File: src/rtl/jk_pkg.sv
`default_nettype none
// +------------------------------------------------------------------+
// | jk_pkg: FSM states and JK opcode constants.  Rev 1.0             |
// +------------------------------------------------------------------+
package jk_pkg;

  typedef enum logic [1:0] {
    IDLE  = 2'd0,
    DRIVE = 2'd1,
    CHECK = 2'd2,
    DONE  = 2'd3
  } state_t;

  // {J,K} encodings as seen by one flip-flop of the bank
  localparam logic [1:0] HOLD = 2'b00;
  localparam logic [1:0] RST  = 2'b01;
  localparam logic [1:0] SET  = 2'b10;
  localparam logic [1:0] TGL  = 2'b11;

endpackage
`default_nettype wire

File: src/rtl/jk_excite.sv
`default_nettype none
// +------------------------------------------------------------------+
// | jk_excite: inverse JK table, cur/nxt word to J/K word.  Rev 1.0  |
// +------------------------------------------------------------------+
module jk_excite
  import jk_pkg::*;
#(
  parameter int WIDTH     = 8,
  parameter bit FILL_ONES = 1'b0
) (
  input  logic [WIDTH-1:0] cur,
  input  logic [WIDTH-1:0] nxt,
  output logic [WIDTH-1:0] J,
  output logic [WIDTH-1:0] K
);

  generate
    if (FILL_ONES) begin : g_toggle
      // don't-cares resolved to 1: changing bits toggle, steady bits set/reset
      assign J = nxt | cur;
      assign K = ~(cur & nxt);
    end else begin : g_setrst
      assign J = nxt & ~cur;
      assign K = cur & ~nxt;
    end
  endgenerate

endmodule
`default_nettype wire

File: src/rtl/jk_target_loader.sv
`default_nettype none
// +------------------------------------------------------------------+
// | jk_target_loader: drives a JK bank to a target word with         |
// | readback and bounded retry.  Rev 1.0                             |
// +------------------------------------------------------------------+
module jk_target_loader
  import jk_pkg::*;
#(
  parameter int WIDTH     = 8,
  parameter int MAX_RETRY = 3,
  parameter bit FILL_ONES = 1'b0
) (
  input  logic             Clk,
  input  logic             Rst_n,
  input  logic             tgt_valid,
  output logic             tgt_ready,
  input  logic [WIDTH-1:0] tgt_data,
  output logic [WIDTH-1:0] J,
  output logic [WIDTH-1:0] K,
  input  logic [WIDTH-1:0] Q_fb,
  output logic             busy,
  output logic             done,
  output logic             err,
  output logic [WIDTH-1:0] err_mask
);

  localparam int RW = (MAX_RETRY > 0) ? $clog2(MAX_RETRY + 1) : 1;
  localparam logic [RW-1:0] c_RETRY_LIMIT = RW'(MAX_RETRY);

  state_t           r_state;
  logic [RW-1:0]    r_retry;
  logic [WIDTH-1:0] r_target;
  logic [WIDTH-1:0] w_nxt;
  logic [WIDTH-1:0] w_j;
  logic [WIDTH-1:0] w_k;

  // In IDLE the excitation must be ready on the accept edge, before the latch
  assign w_nxt = (r_state == IDLE) ? tgt_data : r_target;

  jk_excite #(
    .WIDTH     (WIDTH),
    .FILL_ONES (FILL_ONES)
  ) u_excite (
    .cur (Q_fb),
    .nxt (w_nxt),
    .J   (w_j),
    .K   (w_k)
  );

  always_ff @(posedge Clk or negedge Rst_n) begin
    if (!Rst_n) begin
      r_state   <= IDLE;
      r_retry   <= '0;
      r_target  <= '0;
      tgt_ready <= 1'b1;
      J         <= '0;
      K         <= '0;
      busy      <= 1'b0;
      done      <= 1'b0;
      err       <= 1'b0;
      err_mask  <= '0;
    end else begin
      case (r_state)
        IDLE: begin
          J <= '0;
          K <= '0;
          if (tgt_valid && tgt_ready) begin
            r_target  <= tgt_data;
            r_retry   <= '0;
            err_mask  <= '0;
            J         <= w_j;
            K         <= w_k;
            tgt_ready <= 1'b0;
            busy      <= 1'b1;
            r_state   <= DRIVE;
          end
        end
        DRIVE: begin
          J       <= '0;
          K       <= '0;
          r_state <= CHECK;
        end
        CHECK: begin
          if (Q_fb == r_target) begin
            done    <= 1'b1;
            err     <= 1'b0;
            r_state <= DONE;
          end else if (r_retry < c_RETRY_LIMIT) begin
            r_retry <= r_retry + 1'b1;
            J       <= w_j;
            K       <= w_k;
            r_state <= DRIVE;
          end else begin
            done     <= 1'b1;
            err      <= 1'b1;
            err_mask <= Q_fb ^ r_target;
            r_state  <= DONE;
          end
        end
        DONE: begin
          done      <= 1'b0;
          err       <= 1'b0;
          busy      <= 1'b0;
          tgt_ready <= 1'b1;
          r_state   <= IDLE;
        end
        default: r_state <= IDLE;
      endcase
    end
  end

endmodule
`default_nettype wire
File: config.mk
export PLATFORM = sky130hd
export DESIGN_NAME = jk_target_loader
export DESIGN_NICKNAME = d
export VERILOG_FILES = /design/src/rtl/jk_pkg.sv /design/src/rtl/jk_excite.sv /design/src/rtl/jk_target_loader.sv
export SDC_FILE = /design/constraint.sdc
export NUM_CORES = 1
export LEC_CHECK = 0
export CAP_MARGIN = 15
export CORE_MARGIN = 2
export CORE_UTILIZATION = 40
export DETAILED_ROUTE_END_ITERATION = 8
export PLACE_DENSITY_LB_ADDON = 0.15
export SLEW_MARGIN = 20
export SYNTH_ARGS = -nofsm -noshare
export SYNTH_HDL_FRONTEND = slang
export SYNTH_SLANG_ARGS = --single-unit
File: constraint.sdc
create_clock -name Clk -period 3.6 [get_ports Clk]
set_clock_uncertainty 0.05 [all_clocks]
set_input_delay 0.9 -clock Clk [delete_from_list [all_inputs] [get_ports Clk]]
set_output_delay 0.9 -clock Clk [all_outputs]
set_load 0.05 [all_outputs]
; ---- Word level (Yosys, flattened, before mapping)
; Cells that the tools add are included.
[totals]
reg_bits = 40
in_bits = 19
output_inout_bits = 28
word_cells = 68
[classes]
n_addsub = 1
n_lt_le_gt_ge = 1
eq_ne = 9
n_mux = 30
bitwise = 5
n_reduce_logical = 12
[op_table]
columns = op, count
row1 = $mux 8, 10
row2 = $pmux 8 s3, 2
row3 = $and 8x8->8, 2
row4 = $not 8->8, 2
row5 = $pmux 8 s2, 1
row6 = $mux 2, 6
row7 = $eq 8x8->1, 1
row8 = $pmux 1 s2, 4
row9 = $pmux 2 s4, 1
row10 = $reduce_and 4->1, 2
row11 = $xor 8x8->8, 1
row12 = $ne 2x2->1 const B, 3
row13 = $reduce_and 2->1, 3
row14 = $reduce_bool 2->1, 3
row15 = $mux 1, 5
row16 = $eq 2x2->1 const B, 2
row17 = $pmux 2 s2, 1
row18 = $ne 3x3->1 const B, 1
row19 = $reduce_and 3->1, 1
row20 = $reduce_bool 3->1, 1
row21 = $add 2x1->2 const B, 1
row22 = $eq 2x1->1 const B, 1
row23 = $logic_not 2->1, 1
row24 = $lt 2x2->1 const B, 1
row25 = 2 further kinds, 2

; ---- Depth between registers and ports, before layout
; Gate-level depths: netlist of run 1.
[depth]
depth_word = 7
ltp_mapped = 9

; ---- Hierarchy
; From an unflattened synthesis of run 1, not the netlist that was laid out.
[hier_totals]
hier_cells = 266
area_unflattened_um2 = 2566.2
[by_module_without_submodules]
columns = module, n_inst, cells_per_inst, area_each_um2, seq_area_each_um2
row1 = jk_target_loader, 1, 250, 2426.1, 1002.2
row2 = jk_excite, 1, 16, 140.1, 0.0

; ---- Worst setup path before layout of run 1
; No wires, ideal clock.
[synth_path]
path_kind = input -> register
start = in Q_fb[0]
end = reg J[0]
setup_ns = 0.125
arrival_time_ns = 2.331
required_ns = 3.425
setup_slack_ns = 1.094
path_stages = 6
cell_sequence = xor2_1 -> nor4_1 -> a21oi_2 -> a21oi_4 -> buf_12 -> mux2_4
[synth_between]
elab_chain_cells = 5
word_cells_on_any_way = 9
[synth_rtl]
columns = item, line_no
row1 = "start, declared", jk_target_loader.sv:20  ; input logic [WIDTH-1:0] Q_fb,
row2 = $not 8->8, jk_excite.sv:23  ; assign J = nxt & ~cur;
row3 = $and 8x8->8, jk_excite.sv:23
row4 = $mux 8, jk_target_loader.sv:88  ; end else if (r_retry < c_RETRY_LIMIT) begin
row5 = $mux 8, jk_target_loader.sv:84  ; if (Q_fb == r_target) begin
row6 = $pmux 8 s3, jk_target_loader.sv:63  ; case (r_state)
row7 = "end signal, assigned", jk_target_loader.sv:71  ; J <= w_j;
row8 = "end signal, assigned", jk_target_loader.sv:90  ; J <= w_j;
row9 = "end, declared", jk_target_loader.sv:18  ; output logic [WIDTH-1:0] J,
; Parallel ways exist; a longest one is shown, timed or not. The select of a mux whose other input is x is not followed.
; A chain may end at the register's enable or synchronous reset.

; ---- Worst setup path in the final report of run 1
[layout_path]
start = in Q_fb[0]
end = reg K[1]
[layout_between]
elab_chain_cells = 3
[layout_rtl]
columns = item, line_no
row1 = $eq 8x8->1, jk_target_loader.sv:84
row2 = $ne 2x2->1 (no line), n/a
row3 = $reduce_and 3->1 (no line), n/a
row4 = "end signal, assigned", jk_target_loader.sv:72  ; K <= w_k;
row5 = "end signal, assigned", jk_target_loader.sv:91  ; K <= w_k;
row6 = "end, declared", jk_target_loader.sv:19  ; output logic [WIDTH-1:0] K,
; Every way passes these cells.

==> flow_metrics.tcl, run 1 <==
set metrics [dict create \
    status "finished clean" \
    grt_pass1_vias 1582 \
    final_cell_mix "clkdlybuf4s50_1 (45), dfrtp_1 (39), a22o_1 (17), mux2_2 (15), mux2_4 (10)" \
    grtUsageTotal_pct 18.6 \
    ys_types 33 \
    ys.warnings.count 0 \
    path_clk_slew_ps 70 \
    yosys.area_share.simple_pct 9.00 \
    clock-sinks 40 \
    synth_compound_area_share_pct 13.1 \
    clk_latency_ps 290 \
    io_pins 47 \
    postLayoutSetupSlackWorst_ps 812 \
    period_needed_ps 2790 \
    drt_first_pass_iters 4 \
    critPathArrivalTime_ps 2910 \
    multi_input_area_um2 981 \
    rows 26 \
    maxSlewViolCount 0 \
    worst_pin_slew_ps 911 \
    critPathRequiredTime_ps 3730 \
    cts_tree "yes" \
    power.density_nw_per_um2 959 \
    area_growth_pct 31.1 \
    synth-adder-area-share_pct 2.45 \
    synth_cells 166 \
    drt-initial-drc-count 80 \
    core-area_um2 5010 \
    maxCapViolCount 0 \
    rsz0062_at_grt "no" \
    critPathKind "input pin to flip-flop" \
    cts.repair.resized 0 \
    ff_latch_area_um2 1000 \
    setup_viol 0 \
    clk_path_buf_depth 2 \
    start_kind "input pin" \
    wl_per_cell_um 16.8 \
    drive_above_1_share_pct 19.8 \
    ir_drop_mv 0.459 \
    gp_congestion 0.820 \
    fin_tns_setup_ps 0 \
    die_area_um2 5700 \
    yosys.area_share.xor_xnor_pct 3.43 \
    grt_first_pass_wirelength_mm 7.85 \
    synthesis.area_um2 2040 \
    holdWs_ps 437 \
    htreeDepth 2 \
    final_common_cell "clkdlybuf4s50_1" \
    ys.flop_type "dfrtp_1" \
    n_antenna_cell 0 \
    cp_max_fo 8 \
    start_util_pct 40.8 \
    max_freq_mhz 359 \
    cts-root-buf "clkbuf_8" \
    antenna_found_initial 0 \
    fill_cells 460 \
    end_kind "flip-flop" \
    p_total_mw 2.57 \
    hold_violations 0 \
    grt_max_degree 41 \
    synth_top_family_by_area "multiplexers" \
    drc 0 \
    syn_area_per_cell_um2 12.3 \
    p_leak_nw 1.19 \
    numCtsBuffers 5 \
    synthMuxAreaShare_pct 20.0 \
    fp.dieH_um 75.5 \
    die_w_um 75.5 \
    port_buffers 46 \
    synth-edff-count 0 \
    ff2ff_setup_slack_ps 1380 \
    num-nets-final 239 \
    wl_mm 4.82 \
    place_worst_setup_slack_ps 497 \
    cts_hold_buf 0 \
    max_slew_margin_pct 39.2 \
    yosysSeqAreaShare_pct 49.1 \
    synthesis.nets 189 \
    async_flop_share_pct 100 \
    globalRouteOverflowTotal 0 \
    drt-vias-per-instance 5.22 \
    cts_setup_buffers 0 \
    dp_hpwl_mm 3.45 \
    fin_crit_sh_pct 77.4 \
    hold_path.class "flip-flop to flip-flop" \
    synth_seq_cells 40 \
    postRouteAntennaNets 0 \
    vias 1498 \
]
[per-layer routing]
layer | part of all wire (%) | track usage, % | vias up | routed length (um)
met5 | 0 | 0 | - | 0
met4 | 1.1 | 5.85 | 0 | 53
met3 | 4.4 | 4.63 | 6 | 210
met2 | 48 | 28.7 | 39 | 2300
met1 | 47 | 26.0 | 739 | 2260
li1 | - | - | 714 | -
[flip-flops by register name (all words and copies together), names as in the netlist]
signal,count
tgt_ready,1
r_state,2
err_mask,8
K,8
r_retry,2
r_target,8
J,8
err,1
done,1
busy,1
[synth_stat cells, types with 4 or more instances]
| master | instances | share of area (%) |
|---|---|---|
| and3_1 | 7 | 2.1 |
| nand2_1 | 9 | 1.7 |
| mux2i_1 | 9 | 4.4 |
| a22o_1 | 17 | 7.3 |
| ha_1 | 4 | 2.4 |
| mux2_2 | 15 | 8.3 |
| mux2_4 | 10 | 7.3 |
| clkbuf_1 | 4 | 0.73 |
| o21ai_0 | 4 | 0.98 |
| xor2_1 | 8 | 3.4 |
| a21oi_1 | 4 | 0.98 |
| inv_1 | 4 | 0.73 |
| nor3_1 | 9 | 2.2 |
| dfrtp_1 | 39 | 48 |
[area by class of cell]
| class | count | share of cell area, % |
|---|---|---|
| clock buffers | 6 | 2.71 |
| clock inverters | 2 | 1.31 |
| inverters | 4 | 0.560 |
| multi-input cells | 115 | 36.6 |
| flip-flops and latches | 40 | 37.4 |
| well taps | 70 | 3.27 |
| repair buffers | 50 | 18.1 |
[through the flow]
step	instance area, um2	utilization, %	instances
finish	2680	53.5	287
global route	2680	53.5	287
CTS	2680	53.5	287
detailed placement	2570	51.3	279
global placement	2570	51.3	279
floorplan	2040	-	166
[path summary, 6_finish.rpt]
path                            startpoint   end  depth (start not counted)
worst max-delay path               Q_fb[0]  K[1]                          7
worst min-delay path                  busy  busy                          2
worst max register to register  r_state[0]  K[1]                          6
worst min register to register        busy  busy                          2
max in group asynchronous            Rst_n   err                          1
min in group asynchronous            Rst_n  busy                          1
[worst max-delay path, stage by stage]
cell             delay [ps]
clkdlybuf4s50_1         460
xor2_1                  200
nor4_1                  430
a21oi_2                 180
a21oi_4                 180
buf_4                   210
mux2_2                  340
[cells by family after synthesis]
group	after synthesis
compound gates	34
xor+xnor	8
fa+ha+maj	4
buf+inv	11
flops	40
mux	34
simple gates	35
[report_power, final]
group	leakage (nW)	internal (mW)	total (mW)	switching, mW
clock	0.0552	0.206	0.362	0.156
combinational	0.614	0.566	1.44	0.876
sequential	0.524	0.625	0.764	0.139
total	1.19	1.40	2.57	1.17
No activity file was read; power rests on OpenSTA's default activity.
==> run 2, diff against run 1 <==
==> constraint.sdc (replaced) <==
create_clock -name Clk -period 2.45 [get_ports Clk]
set_clock_uncertainty 0.05 [all_clocks]
set_input_delay 0.6125 -clock Clk [delete_from_list [all_inputs] [get_ports Clk]]
set_output_delay 0.6125 -clock Clk [all_outputs]
set_load 0.05 [all_outputs]
==> flow_metrics.tcl, run 2 (synthesis gave the netlist of run 1 again) <==
set metrics [dict create \
    status "finished clean" \
    drive_above_1_share_pct 27.1 \
    p_comb_share_pct 58.4 \
    final_cell_area_um2 2830 \
    power_switching_mw 1.73 \
    maxCapViolCount 0 \
    grt_pass1_vias 1639 \
    cts-root-buf "clkbuf_8" \
    fill_cells 450 \
    vias 1580 \
    fin_tns_setup_ps 0 \
    critPathRequiredTime_ps 2580 \
    postRouteAntennaNets 0 \
    r2r_start "r_state[0]" \
    io_pins 47 \
    grt_first_pass_wirelength_mm 7.96 \
    clk_latency_ps 290 \
    grt_max_degree 23 \
    final_cell_mix "clkdlybuf4s50_1 (45), dfrtp_1 (39), buf_4 (22), a22o_1 (17), mux2_2 (15)" \
    cts_setup_buffers 0 \
    cp.depth 8 \
    path_clk_slew_ps 80 \
    path_cells "clkdlybuf4s50_1, xor2_1, nor4_1, buf_4, a21oi_2, a21oi_4, buf_6, mux2_2" \
    placedInstanceArea_um2 2720 \
    critPathLaunch "Q_fb[1]" \
    dp_hpwl_mm 3.68 \
    max_freq_mhz 424 \
    grtUsageTotal_pct 18.8 \
    fp.dieH_um 75.5 \
    seq_power_share_pct 29.3 \
    hold_path.class "input pin to asynchronous set/reset pin" \
    drt-initial-drc-count 145 \
    path_delay_family "buffers and inverters" \
    cp_slowest_stage_delay_ps 440 \
    die_w_um 75.5 \
    fin_crit_sh_pct 96.2 \
    drc 0 \
    drt-vias-per-instance 5.16 \
    period_needed_ps 2360 \
    worstReg2RegEnd "K[0]" \
    final_common_cell "clkdlybuf4s50_1" \
    p_leak_nw 1.29 \
    num-nets-final 259 \
    p_total_mw 3.83 \
    cp_slowest_cell "clkdlybuf4s50_1" \
    drt_first_pass_iters 4 \
    cts_tree "yes" \
    worst_pin_slew_ps 912 \
    critPathArrivalTime_ps 2480 \
    wl_mm 4.90 \
    gp_congestion 0.734 \
    wl_per_cell_um 16.0 \
    die_area_um2 5700 \
    core-area_um2 5010 \
    clock-sinks 40 \
    cp.buffers_inverters 3 \
    ff2ff_path_depth 5 \
    maxSlewViolCount 0 \
    start_util_pct 40.8 \
    clockPowerShare_pct 12.3 \
    cp_max_fo 8 \
    antenna_found_initial 0 \
    hold_violations 0 \
    max_slew_margin_pct 38.5 \
    rows 26 \
    setup_viol 0 \
    ff2ff_setup_slack_ps 320 \
    swShare_pct 45.1 \
    numCtsBuffers 5 \
    globalRouteOverflowTotal 0 \
    p_int_mw 2.11 \
    ir_drop_mv 0.555 \
    area_growth_pct 38.6 \
    crit_end "J[6]" \
    critPathKind "input pin to flip-flop" \
    port_buffers 46 \
    rsz0062_at_grt "no" \
    clk_path_buf_depth 2 \
    power.density_nw_per_um2 1350 \
    htreeDepth 2 \
    end_kind "flip-flop" \
    start_kind "input pin" \
    n_antenna_cell 0 \
]
==> run 2: changes by cell type in the layout (fill, tap and decap cells not counted), sizes merged <==
cell,delta
buf,+20
bufinv,-1
clkbuf,+1
clkinv,-1
==> run 2: layout make-up <==
cell class | count | area [um2] | area share (%)
Inverter | 4 | 15.0 | 0.530
Multi-Input combinational cell | 115 | 987 | 34.9
Tap cell | 70 | 87.6 | 3.09
Clock buffer | 7 | 96.3 | 3.40
Timing Repair Buffer | 70 | 643 | 22.7
Sequential cell | 40 | 1000 | 35.4
==> run 2: worst min-delay path by stage <==
stage / start / endpoint / slack, ps
after floorplan: Rst_n / J[0] / 270
after global placement: busy / busy / 420
after detailed placement: busy / busy / 440
after CTS: Rst_n / r_state[1] / 250
after global routing: Rst_n / r_state[1] / 270
final: Rst_n / r_state[0] / 230
==> run 2: what timing repair did <==
action,CTS,global route
setup endpoints to repair,1,2
resized for setup,1,2
hold buffers,0,0
endpoints found under the hold margin,0,0
==> run 2: per-layer routing <==
metal	GRT usage (%)	vias up	part of all wire, %
met1	25.6	787	47
met3	4.10	6	3.2
li1	-	757	-
met2	30.4	30	48
met5	0	-	0
met4	5.07	0	1.1
==> run 2: power groups by stage <==
| stage | clock network (mW) | logic, mW | registers [mW] |
|---|---|---|---|
| final | 0.473 | 2.24 | 1.12 |
| after detailed placement | 0 | 2.23 | 1.13 |
| after CTS | 0.486 | 2.24 | 1.12 |
| after floorplan | 0 | 0.973 | 1.63 |
| after global placement | 0 | 2.18 | 1.12 |
| after global routing | 0.516 | 2.39 | 1.16 |
==> run 2: stage by stage <==
| stage | hold WS, ps | cells | util (%) | setup WS, ps |
|---|---|---|---|---|
| after floorplan | 267 | 166 | - | 231 |
| after global placement | 420 | 299 | 54.3 | -214 |
| after detailed placement | 437 | 299 | 54.3 | -313 |
| after CTS | 247 | 306 | 56.4 | 68.1 |
| after global routing | 266 | 306 | 56.5 | 12.6 |
| final | 234 | 306 | 56.5 | 94.1 |
